[src/rtl/aurora_pkg.sv]
// Shared types for the data-memory port arbiter: FSM states, access owner
// and the largest memory read latency the arbiter supports.
package aurora_pkg;

  localparam int DMEM_LAT_MAX = 4;

  typedef enum logic [1:0] {
    IDLE,
    RD_WAIT,
    RD_DONE
  } dmem_state_e;

  typedef enum logic {
    OWN_PIPE,
    OWN_HOST
  } dmem_owner_e;

endpackage

[src/rtl/dmem_starve_ctr.sv]
// Host starvation counter: counts pipe grants taken while the host waits and
// flags when the limit is reached. Only built with DMEM_ARB_FAIRNESS_EN.
`ifdef DMEM_ARB_FAIRNESS_EN
module dmem_starve_ctr #(
  parameter int STARVE_MAX = 4
) (
  input  logic clk_i,
  input  logic rst_i,
  input  logic inc_i,
  input  logic clr_i,
  output logic hit_o
);

  localparam int CW = $clog2(STARVE_MAX + 1);

  logic [CW-1:0] cnt_q, cnt_d;

  // Clear wins over increment; the count saturates at the limit.
  always_comb begin
    cnt_d = cnt_q;
    if (clr_i) begin
      cnt_d = '0;
    end else if (inc_i && (cnt_q != CW'(STARVE_MAX))) begin
      cnt_d = cnt_q + 1'b1;
    end
  end

  always_ff @(posedge clk_i or negedge rst_i) begin
    if (!rst_i) begin
      cnt_q <= '0;
    end else begin
      cnt_q <= cnt_d;
    end
  end

  assign hit_o = (cnt_q == CW'(STARVE_MAX));

endmodule
`endif

[src/rtl/dmem_port_arbiter.sv]
// Shares the single-port data memory between the MEM stage and a host port.
// Build option DMEM_ARB_FAIRNESS_EN bounds how long the host can be starved.
module dmem_port_arbiter
  import aurora_pkg::*;
#(
  parameter int DATA_W     = 64,
  parameter int ADDR_W     = 8,
  parameter int MEM_LAT    = 2,
  parameter int STARVE_MAX = 4
) (
  input  logic              clk_i,
  input  logic              rst_i,
  input  logic              pipe_req_i,
  input  logic              pipe_we_i,
  input  logic [63:0]       pipe_addr_i,
  input  logic [DATA_W-1:0] pipe_wdata_i,
  output logic [DATA_W-1:0] pipe_rdata_o,
  output logic              pipe_stall_o,
  input  logic              host_req_i,
  input  logic              host_we_i,
  input  logic [63:0]       host_addr_i,
  input  logic [DATA_W-1:0] host_wdata_i,
  output logic              host_gnt_o,
  output logic [DATA_W-1:0] host_rdata_o,
  output logic              host_rvalid_o,
  output logic              mem_en_o,
  output logic              mem_we_o,
  output logic [ADDR_W-1:0] mem_addr_o,
  output logic [DATA_W-1:0] mem_wdata_o,
  input  logic [DATA_W-1:0] mem_rdata_i
);

  localparam int CNT_W = $clog2(DMEM_LAT_MAX);

  dmem_state_e       state_q, state_d;
  dmem_owner_e       owner_q, owner_d;
  logic [CNT_W-1:0]  cnt_q, cnt_d;
  logic [DATA_W-1:0] pipe_rdata_q, pipe_rdata_d;
  logic [DATA_W-1:0] host_rdata_q, host_rdata_d;

  logic idle_ok;
  logic host_first;
  logic pipe_gnt;
  logic host_gnt;

  // Gating with rst_i keeps every strobe quiet while reset is held.
  assign idle_ok = rst_i && (state_q == IDLE);

`ifdef DMEM_ARB_FAIRNESS_EN
  logic starve_hit;

  dmem_starve_ctr #(
    .STARVE_MAX(STARVE_MAX)
  ) u_starve (
    .clk_i (clk_i),
    .rst_i (rst_i),
    .inc_i (pipe_gnt & host_req_i),
    .clr_i (host_gnt | ~host_req_i),
    .hit_o (starve_hit)
  );

  assign host_first = starve_hit & host_req_i;
`else
  localparam int unused_starve_max = STARVE_MAX;

  assign host_first = 1'b0;
`endif

  assign pipe_gnt = idle_ok & pipe_req_i & ~host_first;
  assign host_gnt = idle_ok & host_req_i & (host_first | ~pipe_req_i);

  always_comb begin
    mem_en_o    = 1'b0;
    mem_we_o    = 1'b0;
    mem_addr_o  = '0;
    mem_wdata_o = '0;
    if (pipe_gnt) begin
      mem_en_o    = 1'b1;
      mem_we_o    = pipe_we_i;
      mem_addr_o  = pipe_addr_i[ADDR_W+2:3];
      mem_wdata_o = pipe_wdata_i;
    end else if (host_gnt) begin
      mem_en_o    = 1'b1;
      mem_we_o    = host_we_i;
      mem_addr_o  = host_addr_i[ADDR_W+2:3];
      mem_wdata_o = host_wdata_i;
    end
  end

  always_comb begin
    state_d      = state_q;
    owner_d      = owner_q;
    cnt_d        = cnt_q;
    pipe_rdata_d = pipe_rdata_q;
    host_rdata_d = host_rdata_q;
    unique case (state_q)
      IDLE: begin
        if ((pipe_gnt && !pipe_we_i) || (host_gnt && !host_we_i)) begin
          state_d = RD_WAIT;
          owner_d = pipe_gnt ? OWN_PIPE : OWN_HOST;
          cnt_d   = CNT_W'(MEM_LAT - 1);
        end
      end
      RD_WAIT: begin
        // Count reaching zero marks the cycle the memory data is valid.
        if (cnt_q == '0) begin
          state_d = RD_DONE;
          if (owner_q == OWN_PIPE) begin
            pipe_rdata_d = mem_rdata_i;
          end else begin
            host_rdata_d = mem_rdata_i;
          end
        end else begin
          cnt_d = cnt_q - 1'b1;
        end
      end
      RD_DONE: state_d = IDLE;
      default: state_d = IDLE;
    endcase
  end

  always_ff @(posedge clk_i or negedge rst_i) begin
    if (!rst_i) begin
      state_q      <= IDLE;
      owner_q      <= OWN_PIPE;
      cnt_q        <= '0;
      pipe_rdata_q <= '0;
      host_rdata_q <= '0;
    end else begin
      state_q      <= state_d;
      owner_q      <= owner_d;
      cnt_q        <= cnt_d;
      pipe_rdata_q <= pipe_rdata_d;
      host_rdata_q <= host_rdata_d;
    end
  end

  assign pipe_stall_o  = pipe_req_i
                       & ~(pipe_gnt & pipe_we_i)
                       & ~((state_q == RD_DONE) & (owner_q == OWN_PIPE));
  assign host_gnt_o    = host_gnt;
  assign host_rvalid_o = (state_q == RD_DONE) && (owner_q == OWN_HOST);
  assign pipe_rdata_o  = pipe_rdata_q;
  assign host_rdata_o  = host_rdata_q;

  logic unused_addr_bits;
  assign unused_addr_bits = ^{pipe_addr_i[63:ADDR_W+3], pipe_addr_i[2:0],
                              host_addr_i[63:ADDR_W+3], host_addr_i[2:0]};

endmodule
[config.mk]
export PLATFORM = sky130hd
export DESIGN_NAME = dmem_port_arbiter
export DESIGN_NICKNAME = d
export VERILOG_FILES = /design/src/rtl/aurora_pkg.sv /design/src/rtl/dmem_starve_ctr.sv /design/src/rtl/dmem_port_arbiter.sv
export SDC_FILE = /design/constraint.sdc
export NUM_CORES = 1
export LEC_CHECK = 0
export ABC_AREA = 1
export BUFFER_PORTS_ARGS = -buffer_cell sky130_fd_sc_hd__buf_2
export CORE_AREA = 2 2 207 209
export DETAILED_ROUTE_END_ITERATION = 8
export DIE_AREA = 0 0 209 211
export PLACE_DENSITY = 0.4
export SYNTH_ARGS = -nofsm -noshare
export SYNTH_HDL_FRONTEND = slang
export SYNTH_HIERARCHICAL = 1
export SYNTH_SLANG_ARGS = --single-unit
[constraint.sdc]
create_clock -name clk_i -period 3.5 [get_ports clk_i]
set_clock_uncertainty 0.2 [all_clocks]
set_input_delay 0.175 -clock clk_i [delete_from_list [all_inputs] [get_ports clk_i]]
set_output_delay 0.175 -clock clk_i [all_outputs]
set_load 0.005 [all_outputs]
==> qor.yml <==
cts_sinks: 133
critPathTopFamily: "buffers and inverters"
worstMarginPinSlew_ps: 1070
grt_pass1_wl_um: 41800
final_nets: 1556
syn_area_per_cell_um2: 8.61
synth_nets: 1078
antenna_found_initial: 15
finalHoldViolCount: 0
synth-async-reset-ratio_pct: 100
status: "finished clean"
maxCapViolCount: 0
seq_area_frac_synth_pct: 51.5
die_h_um: 211
dieWidth_um: 209
netlist_area_mm2: 0.00646
syn_to_final_growth_pct: 59.9
critPathSlowestCell: "inv_2"
fin_crit_sh_pct: 82.3
crit_type: "reg2out"
max_freq_mhz: 347
synth_top_flop_cell: "dfrtp_1"
yosys_warnings: 6
synth_top_family_by_area: "compound AO/OA/AOI/OAI gates"
hold_class: "in2reg"
synth-compound-area-share_pct: 20.2
post-cts-setup-buffer-count: 0
h-tree-depth: 4
vias_per_cell: 3.72
fin_ws_ps: 620
cp_max_fo: 34
grt-ovfl-total: 0
power_density_mw_per_mm2: 720
cpPeakStageDelay_ps: 480
place_area_mm2: 0.00900
synth_xor_area_share_pct: 0
arrival_ps: 2510
clockRootBuffer: "clkbuf_16"
drc: 0
worstPathCellList: "nor2_1 -> nand3_1 -> inv_2 -> buf_4 -> nand2_1 -> o21ai_0 -> buf_2"
dieArea_mm2: 0.0441
final_util_pct: 24.7
layout.cells.non_filler: 1782
numCtsBuffers: 17
rows: 75
port_buffers: 418
synth_edf_count: 0
syn_inst: 751
multi_input_area_mm2: 0.00221
pin_count: 531
finalCriticalPeriod_ps: 2880
grt_pass1_vias: 6724
synth_cell_type_count: 22
firstDrtPassIters: 4
maxSlewHeadroom_pct: 28.9
synth.ff_latch_count: 133
netlist_top_cells_count: "nand2_1 (207), inv_1 (145), dfrtp_1 (133)"
start_util_pct: 15.5
grt_max_degree: 129
seq_area_mm2: 0.00333
cp.required_ps: 3120
drtAntennaViolNets: 0
finalSetupTns_ps: 0
drt_iter0_drc: 288
vdd_drop_max_mv: 0.299
start_kind: "register"
synthAdderAreaFrac_pct: 0.194
critPathBufInv: 3
ys_top_cells_by_area: "dfrtp_1 (52%), nand2_1 (12%), o21ai_2 (10%)"
rsz0062_at_grt: "no"
insertion_delay_ps: 440
fillers: 4697
drv_slew: 0
wl_per_cell_um: 16.1
clockBufferDepth: 2
grtUsageTotal_pct: 13.1
yosys.area.top_type: "dfrtp_1"
num_vias: 6634
dp_hpwl_um: 22900
synthSimpleGateAreaFrac_pct: 13.5
final_layout_size_suffix_gt1_share_pct: 43.7
clk_pin_slew_ps: 60
place_ws_ps: 1050
setup_viol: 0
synth_most_common_cell: "nand2_1"
endpoint_kind: "output port"
wirelength_um: 28700
final_cell_area_mm2: 0.0103
coreArea_mm2: 0.0418
dp.cells: 1678
p_leak_nw: 5.77
synth_mux_area_share_pct: 0
yosysTopAreaCellShare_pct: 51.5
cts_tree: "built"
gp_congestion: 0.912
## what timing repair did
item / in CTS / in global routing
endpoints found under the hold margin: 163 / 0
hold buffers: 71 / 0
resized for setup: 0 / 0
## state kept, by name (all words and copies together) (netlist names)
signal        cells
cnt_q             2
host_rdata_o     64
owner_q           1
pipe_rdata_o     64
state_q           2
## power by group
group | switching (mW) | internal [mW] | total, mW | leakage, nW
Clock | 0.681 | 1.20 | 1.88 | 0.298
Sequential | 0.391 | 2.30 | 2.69 | 1.63
Combinational | 1.54 | 1.32 | 2.86 | 3.85
Total | 2.61 | 4.83 | 7.44 | 5.77
## cell usage in the layout (no fill, tap or decap), types with 10 or more instances in the layout
cell           instances
buf_4                 10
dlygate4sd3_1         70
dfrtp_1              133
o21ai_0               73
inv_1                145
o21ai_2               76
buf_2                417
o21ai_1               52
clkbuf_16             17
nand2_1              207
## cell families after synthesis
family | after synthesis
fa+ha+maj | 1
buf+inv | 190
flops | 133
simple gates | 224
compound gates | 203
## worst min-delay path: cells and delay by family
family	cells	cell delay, ps
buffers and inverters	2	150
and+or+nand+nor	3	340
## worst paths after layout
check                                   endpoint  slack [ps]  cells past startpoint              from
worst max-delay path               mem_addr_o[1]         620                      7        state_q[1]
worst min-delay path                    cnt_q[1]          50                      5         pipe_we_i
worst max register to register           owner_q        1030                      5        state_q[1]
worst min register to register  pipe_rdata_o[29]         270                      2  pipe_rdata_o[29]
max in group asynchronous       host_rdata_o[39]        2230                      3             rst_i
min in group asynchronous       host_rdata_o[17]         100                      3             rst_i
## cell type report
cell class	count	area share, %
Clock buffer	22	4.40
Sequential cell	133	32.2
Clock inverter	9	1.48
Timing Repair Buffer	502	28.6
Antenna cell	2	0.0484
Inverter	147	5.34
Multi-Input combinational cell	428	21.4
Tap cell	539	6.53
## stage by stage
| stage | total power, mW | hold slack, ps |
|---|---|---|
| 6_report | 7.44 | 51.4 |
| 5_1_grt | 8.06 | 79.9 |
| 4_1_cts | 7.62 | 10.8 |
| 3_5_place_dp | 5.58 | -109 |
| 3_3_place_gp | 5.55 | -102 |
| 2_1_floorplan | 4.21 | -321 |
## routing by layer
layer	track usage [%]	share of wire [%]
met1	13.8	38
met2	22.5	49
met3	4.91	8.0
met4	7.51	5.1
met5	0	0.080
Power figures use the tool's default switching activity.
